### src/rtl/comparator_serial.sv
// rtl/comparator_serial.sv - multi-cycle magnitude comparator, one CHUNK-bit slice per cycle MSB first
module comparator_serial #(
  parameter int WIDTH = 16,
  parameter int CHUNK = 4
) (
  input  logic             clk,
  input  logic             rst,
  input  logic             start,
  input  logic             signed_mode,
  input  logic [WIDTH-1:0] A,
  input  logic [WIDTH-1:0] B,
  output logic             busy,
  output logic             done,
  output logic             Greater_than,
  output logic             Less_than,
  output logic             Equal
);

  localparam int NCH = WIDTH / CHUNK;
  localparam int IW  = (NCH > 1) ? $clog2(NCH) : 1;
  localparam logic [IW-1:0] LAST = IW'(NCH - 1);

  typedef enum logic {IDLE, CMP} state_t;

  state_t           state, state_nxt;
  logic [IW-1:0]    idx, idx_nxt;
  logic [WIDTH-1:0] a_q, b_q;
  logic             mode_q;
  logic [WIDTH-1:0] a_cmp, b_cmp;
  logic [CHUNK-1:0] sa, sb;
  logic             capture, finish, res_gt, res_lt, res_eq;

  // Offset-binary: flipping the sign bit makes signed order match unsigned order.
  assign a_cmp = {a_q[WIDTH-1] ^ mode_q, a_q[WIDTH-2:0]};
  assign b_cmp = {b_q[WIDTH-1] ^ mode_q, b_q[WIDTH-2:0]};
  assign sa    = a_cmp[WIDTH-1-int'(idx)*CHUNK -: CHUNK];
  assign sb    = b_cmp[WIDTH-1-int'(idx)*CHUNK -: CHUNK];
  assign busy  = (state == CMP);

  always_comb begin
    state_nxt = state;
    idx_nxt   = idx;
    capture   = 1'b0;
    finish    = 1'b0;
    res_gt    = 1'b0;
    res_lt    = 1'b0;
    res_eq    = 1'b0;
    case (state)
      IDLE: begin
        if (start) begin
          capture   = 1'b1;
          idx_nxt   = '0;
          state_nxt = CMP;
        end
      end
      CMP: begin
        if (sa != sb) begin
          finish    = 1'b1;
          res_gt    = (sa > sb);
          res_lt    = (sa < sb);
          state_nxt = IDLE;
        end else if (idx == LAST) begin
          finish    = 1'b1;
          res_eq    = 1'b1;
          state_nxt = IDLE;
        end else begin
          idx_nxt = idx + 1'b1;
        end
      end
      default: state_nxt = IDLE;
    endcase
  end

  always_ff @(posedge clk) begin
    if (rst) begin
      state        <= IDLE;
      idx          <= '0;
      a_q          <= '0;
      b_q          <= '0;
      mode_q       <= 1'b0;
      done         <= 1'b0;
      Greater_than <= 1'b0;
      Less_than    <= 1'b0;
      Equal        <= 1'b0;
    end else begin
      state <= state_nxt;
      idx   <= idx_nxt;
      done  <= finish;
      if (capture) begin
        a_q    <= A;
        b_q    <= B;
        mode_q <= signed_mode;
      end
      if (finish) begin
        Greater_than <= res_gt;
        Less_than    <= res_lt;
        Equal        <= res_eq;
      end
    end
  end

endmodule

### config.mk
export PLATFORM = sky130hd
export DESIGN_NAME = comparator_serial
export DESIGN_NICKNAME = d
export VERILOG_FILES = /design/src/rtl/comparator_serial.sv
export SDC_FILE = /design/constraint.sdc
export NUM_CORES = 1
export LEC_CHECK = 0
export CORE_MARGIN = 2
export CORE_UTILIZATION = 35
export CTS_CLUSTER_DIAMETER = 200
export DETAILED_ROUTE_END_ITERATION = 8
export HOLD_SLACK_MARGIN = 0.1
export SKIP_LAST_GASP = 1
export SLEW_MARGIN = 20
export SYNTH_ARGS = -nofsm -noshare
export SYNTH_HDL_FRONTEND = slang
export SYNTH_SLANG_ARGS = --single-unit
export TNS_END_PERCENT = 20
### constraint.sdc
create_clock -name clk -period 3.6 [get_ports clk]
set_clock_uncertainty 0.15 [all_clocks]
set_input_delay 0.72 -clock clk [delete_from_list [all_inputs] [get_ports clk]]
set_output_delay 0.72 -clock clk [all_outputs]
set_load 0.005 [all_outputs]
Yosys cells after proc, flatten, opt, wreduce, memory -nomap -nowiden. Cells that the tools add are included.

Register bits: 40. Input bits: 36. Output and inout bits: 5. Word-level logic and storage cells: 42.

$add $sub $neg: 2. Magnitude comparators: 2. Eq/ne operators: 5. Shift-type cells: 2. Mux-type cells: 18. Bitwise operators: 3. Reductions and logical operators: 1.

Operators with widths (number): $shiftx A19 B5 Y4 (2); $mux W1 (13); $mux W2 (3); $ne A2 B2 Y1 const B (3); $sub A4 B4 Y5 const A (1); $gt A4 B4 Y1 (1); $lt A4 B4 Y1 (1); $ne A4 B4 Y1 (1); $pmux W2 S2 (1); $reduce_and A3 Y1 (1); $add A2 B1 Y2 const B (1); $eq A2 B2 Y1 const B (1); $pmux W1 S2 (1); $xor A1 B1 Y1 (2); $not A1 Y1 (1).

Logic depth before layout (Yosys ltp).
Depth in word-level cells: 5. Depth in mapped cells: 8. Mapped depth without buffers: 8.

Least setup slack after synthesis. OpenSTA, ideal clock, no wires.

Kind: register -> register. From: register idx[0]. To: register idx[0]. Library setup time: 63 ps. Data arrival time: 2147 ps. Data required time: 3387 ps. Slack: 1240 ps. Stages on the path, launching flop included: 8. Path buffers: 1. Path through: dfxtp_1 > buf_4 > mux4_2 > ha_1 > nand4_2 > nor3b_4 > mux2_4 > nor2_2.

Longest elaborated chain between the ends: 5. Elaborated cells between the ends (all ways): 12. Those cells by class: add/sub (2); eq/ne (4); shift (2); mux (3); reduce/logical (1).

RTL lines: start, declared (RTL line 26) `logic [IW-1:0] idx, idx_nxt;`; start signal, assigned (RTL line 87) `idx <= idx_nxt;`; $sub A4 B4 Y5 (RTL line 36, 37); $shiftx A19 B5 Y4, on equally long branches (RTL line 36, 37); $ne A4 B4 Y1 (RTL line 57) `if (sa != sb) begin`; $ne A2 B2 Y1 (no source line); $reduce_and A3 Y1 (no source line).

Several ways; a longest one is shown, not always the timed one. The select of a mux whose other input is x is not followed. A chain may end at the register's enable or synchronous reset.

Worst setup path in the final report. Ends and elaborated chain as after synthesis.

==> results.yml <==
placement:
  hpwlAfterDp_um: 2590
  globalplace.congestion: 0.894
  placed_cells_incl_taps: 296
  io_buffer_count: 40
finish:
  final_cells: 304
  layout-drive-gt1-share_pct: 9.70
  antennaDiodeCount: 0
  fillCellCount: 483
  layout-area-overhead-vs-synth_pct: 30.1
  finalNetCount: 277
  finish.utilization_pct: 47.8
critical_path:
  setup.reg_to_reg.worst_slack_ns: 0.87
  worstSetupStartpoint: "idx[0]$_SDFFE_PP0P_"
  critPathLaunchType: "register"
  cp_data_required_time_ns: 3.68
  cpMaxStageDelayCell: "sky130_fd_sc_hd__dfxtp_1"
  worst_path_cell_chain: "mux4_2 > ha_1 > nand4_2 > nor3b_4 > mux2_4 > nor2_2"
  critPathArrivalTime_ns: 2.81
  cp-end-kind: "register"
  r2r-end: "idx[0]$_SDFFE_PP0P_"
  crit_path_max_fanout: 11
  path_depth_of_the_worst_reg2reg_path: 6
  crit_type: "register to register"
  reg2reg_from: "idx[0]$_SDFFE_PP0P_"
  crit_end: "idx[0]$_SDFFE_PP0P_"
  max_stage_delay_ns: 0.71
synth:
  synth.top_cells.by_count: "71 x sky130_fd_sc_hd__nand2_1, 40 x sky130_fd_sc_hd__dfxtp_1, 39 x sky130_fd_sc_hd__a21oi_1"
  fraction_of_synthesized_cell_area_taken_by_the_top_area_cell_type_pct: 45.8
  synthFlopType: "sky130_fd_sc_hd__dfxtp_1"
  syn_area_um2: 1750
  yosys_register_bits: 40
  synth_largest_area_cell: "sky130_fd_sc_hd__dfxtp_1"
  synthDistinctLibCells: 25
  synth_edf_count: 0
  synthesized_instance_count: 199
  synth.area.top_cells: "sky130_fd_sc_hd__dfxtp_1 46%, sky130_fd_sc_hd__nand2_1 15%, sky130_fd_sc_hd__a21oi_1 11%"
  number_of_nets_produced_by_synthesis: 240
  ys_async_sr_fraction_pct: 0
  synth.most_common_cell: "sky130_fd_sc_hd__nand2_1"
  yosysWarningCount: 0
  synth.yosys.seq_area_share_pct: 45.8
  syn_avg_cell_area_um2: 8.78
power:
  leakage_nw: 0.837
  powerDensity_nw_per_um2: 426
  ir_drop_v: 0.000193
  overall_power_consumption_mw: 0.969
outcome:
  status: "finished clean"
global_route:
  most_used_routing_layer_in_global_routing: "met2"
  grt.overflow.total: 0
  gr-usage-all-layers_pct: 14.3
  grt_pass1_vias: 1310
  first_pass_grt_wire_length_um: 6010
  grt_antenna_before_repair: 0
  grt_use_met2_pct: 21.9
  global_route.usage.met1_pct: 19.1
  grt_util_met3_pct: 5.35
  largest_net_degree_at_the_start_of_global_routing: 24
drt:
  detailroute.via_count: 1436
  drt_first_iter_violations: 70
  route.final.wire_length_um: 3540
  routed_via_density: 4.72
  wl_per_cell_um: 11.6
  antenna_nets_post_route: 0
  drt-pass1-iter-count: 4
  drc_errors: 0
die:
  io-pin-count: 41
  die_height_um: 74.7
  core_um2: 4750
  die-area_um2: 5580
  floorplan.die.width_um: 74.7
  floorplan.initialDensity_pct: 36.8
  num_rows: 25
hold_path:
  min-delay-path-class: "register to register"
cts:
  holdBufCountCts: 0
  cts-root-buf: "sky130_fd_sc_hd__clkbuf_8"
  post-cts-setup-buffer-count: 0
  cts_tree: "yes"
  ctsLongestPathBuffers: 2
  cts_made_buffers: 5
  post_cts_resized: 0
  clock_sinks: 40
  worst_setup_hold_path_clk_slew_ns: 0.07
  h-tree-depth: 2
  worstSkewPairLatency_ns: 0.29
sta:
  max_slew_margin_pct: 59.3
  achievable-frequency_ghz: 0.366
  setup_viol: 0
  finalWorstPathRequiredPeriod_ns: 2.73
  final-hold-violation-count: 0
  finalSetupTns_ns: 0
  timing.final.max_slew_violations: 0
  grt_setup_unrepaired: "no"
  hold-worst-slack_ns: 0.304
  tightestPinTransition_ns: 0.610
  min_period_over_period_pct: 75.9
run:
  timing.max_cap.violations: 0
## cell type report
| cell class | count | area [µm²] | share of cell area [%] |
|---|---|---|---|
| sequential | 40 | 801 | 35.2 |
| tap | 67 | 83.8 | 3.69 |
| timing repair buffer | 44 | 430 | 18.9 |
| inverter | 5 | 18.8 | 0.826 |
| multi-input combinational | 140 | 850 | 37.4 |
| clock buffer | 8 | 90.1 | 3.96 |
## power breakdown
part | internal (mW) | leakage [nW] | total [mW] | switching, mW
Sequential | 0.472 | 0.328 | 0.492 | 0.0204
Clock | 0.156 | 0.0455 | 0.300 | 0.144
Combinational | 0.0969 | 0.463 | 0.177 | 0.0799
## worst max-delay path: cells and delay by family (launching register included)
family	cells	cell delay [ns]
fa+ha+maj	1	0.34
simple gates	3	0.55
mux	2	0.91
flops	1	0.71
## state kept, by name, indices dropped and copies added (netlist names)
register,count
done,1
idx,2
a_q,16
Greater_than,1
mode_q,1
Less_than,1
b_q,16
busy,1
Equal,1
## layer usage
metal	vias up	routed length [µm]
li1	742	-
met1	659	1690
met2	30	1640
met3	5	160
met4	0	52
met5	-	0
## cell usage in the layout, fill, tap and decap left out, drive strengths merged, types with 2 or more instances in the layout
cell	count
clkdlybuf4s50	40
buf	4
mux4	8
ha	5
nand2	71
clkbuf	8
nor2	3
inv	5
a21oi	39
xor2	2
dfxtp	40
## per-stage QoR
| stage | setup WS, ns | instance area [µm²] |
|---|---|---|
| global route | 0.720 | 2270 |
| floorplan | 1.24 | 1750 |
| detailed placement | 0.856 | 2180 |
| finish | 0.869 | 2270 |
| CTS | 0.833 | 2270 |
| global placement | 0.919 | 2180 |
## worst min-delay path by stage
stage,start,endpoint,slack [ns],depth (start not counted)
2_1_floorplan,a_q[4]$_SDFFE_PP0P_,a_q[4]$_SDFFE_PP0P_,0.28,2
3_3_place_gp,b_q[0]$_SDFFE_PP0P_,b_q[0]$_SDFFE_PP0P_,0.29,2
3_5_place_dp,a_q[12]$_SDFFE_PP0P_,a_q[12]$_SDFFE_PP0P_,0.30,2
4_1_cts,a_q[6]$_SDFFE_PP0P_,a_q[6]$_SDFFE_PP0P_,0.31,2
5_1_grt,a_q[6]$_SDFFE_PP0P_,a_q[6]$_SDFFE_PP0P_,0.33,2
6_report,b_q[9]$_SDFFE_PP0P_,b_q[9]$_SDFFE_PP0P_,0.30,2
## logic make-up (layout without fill, tap and decap cells)
| kind of cell | after synthesis | in the layout | synth area share [%] |
|---|---|---|---|
| simple gates | 81 | 81 | 19.8 |
| compound gates | 43 | 43 | 13.0 |
| flops | 40 | 40 | 45.8 |
| buf+inv | 19 | 57 | 5.73 |
| mux | 9 | 9 | 11.2 |
| fa+ha+maj | 5 | 5 | 3.58 |
| xor+xnor | 2 | 2 | 1.00 |
(Power assumes the default switching activity.)
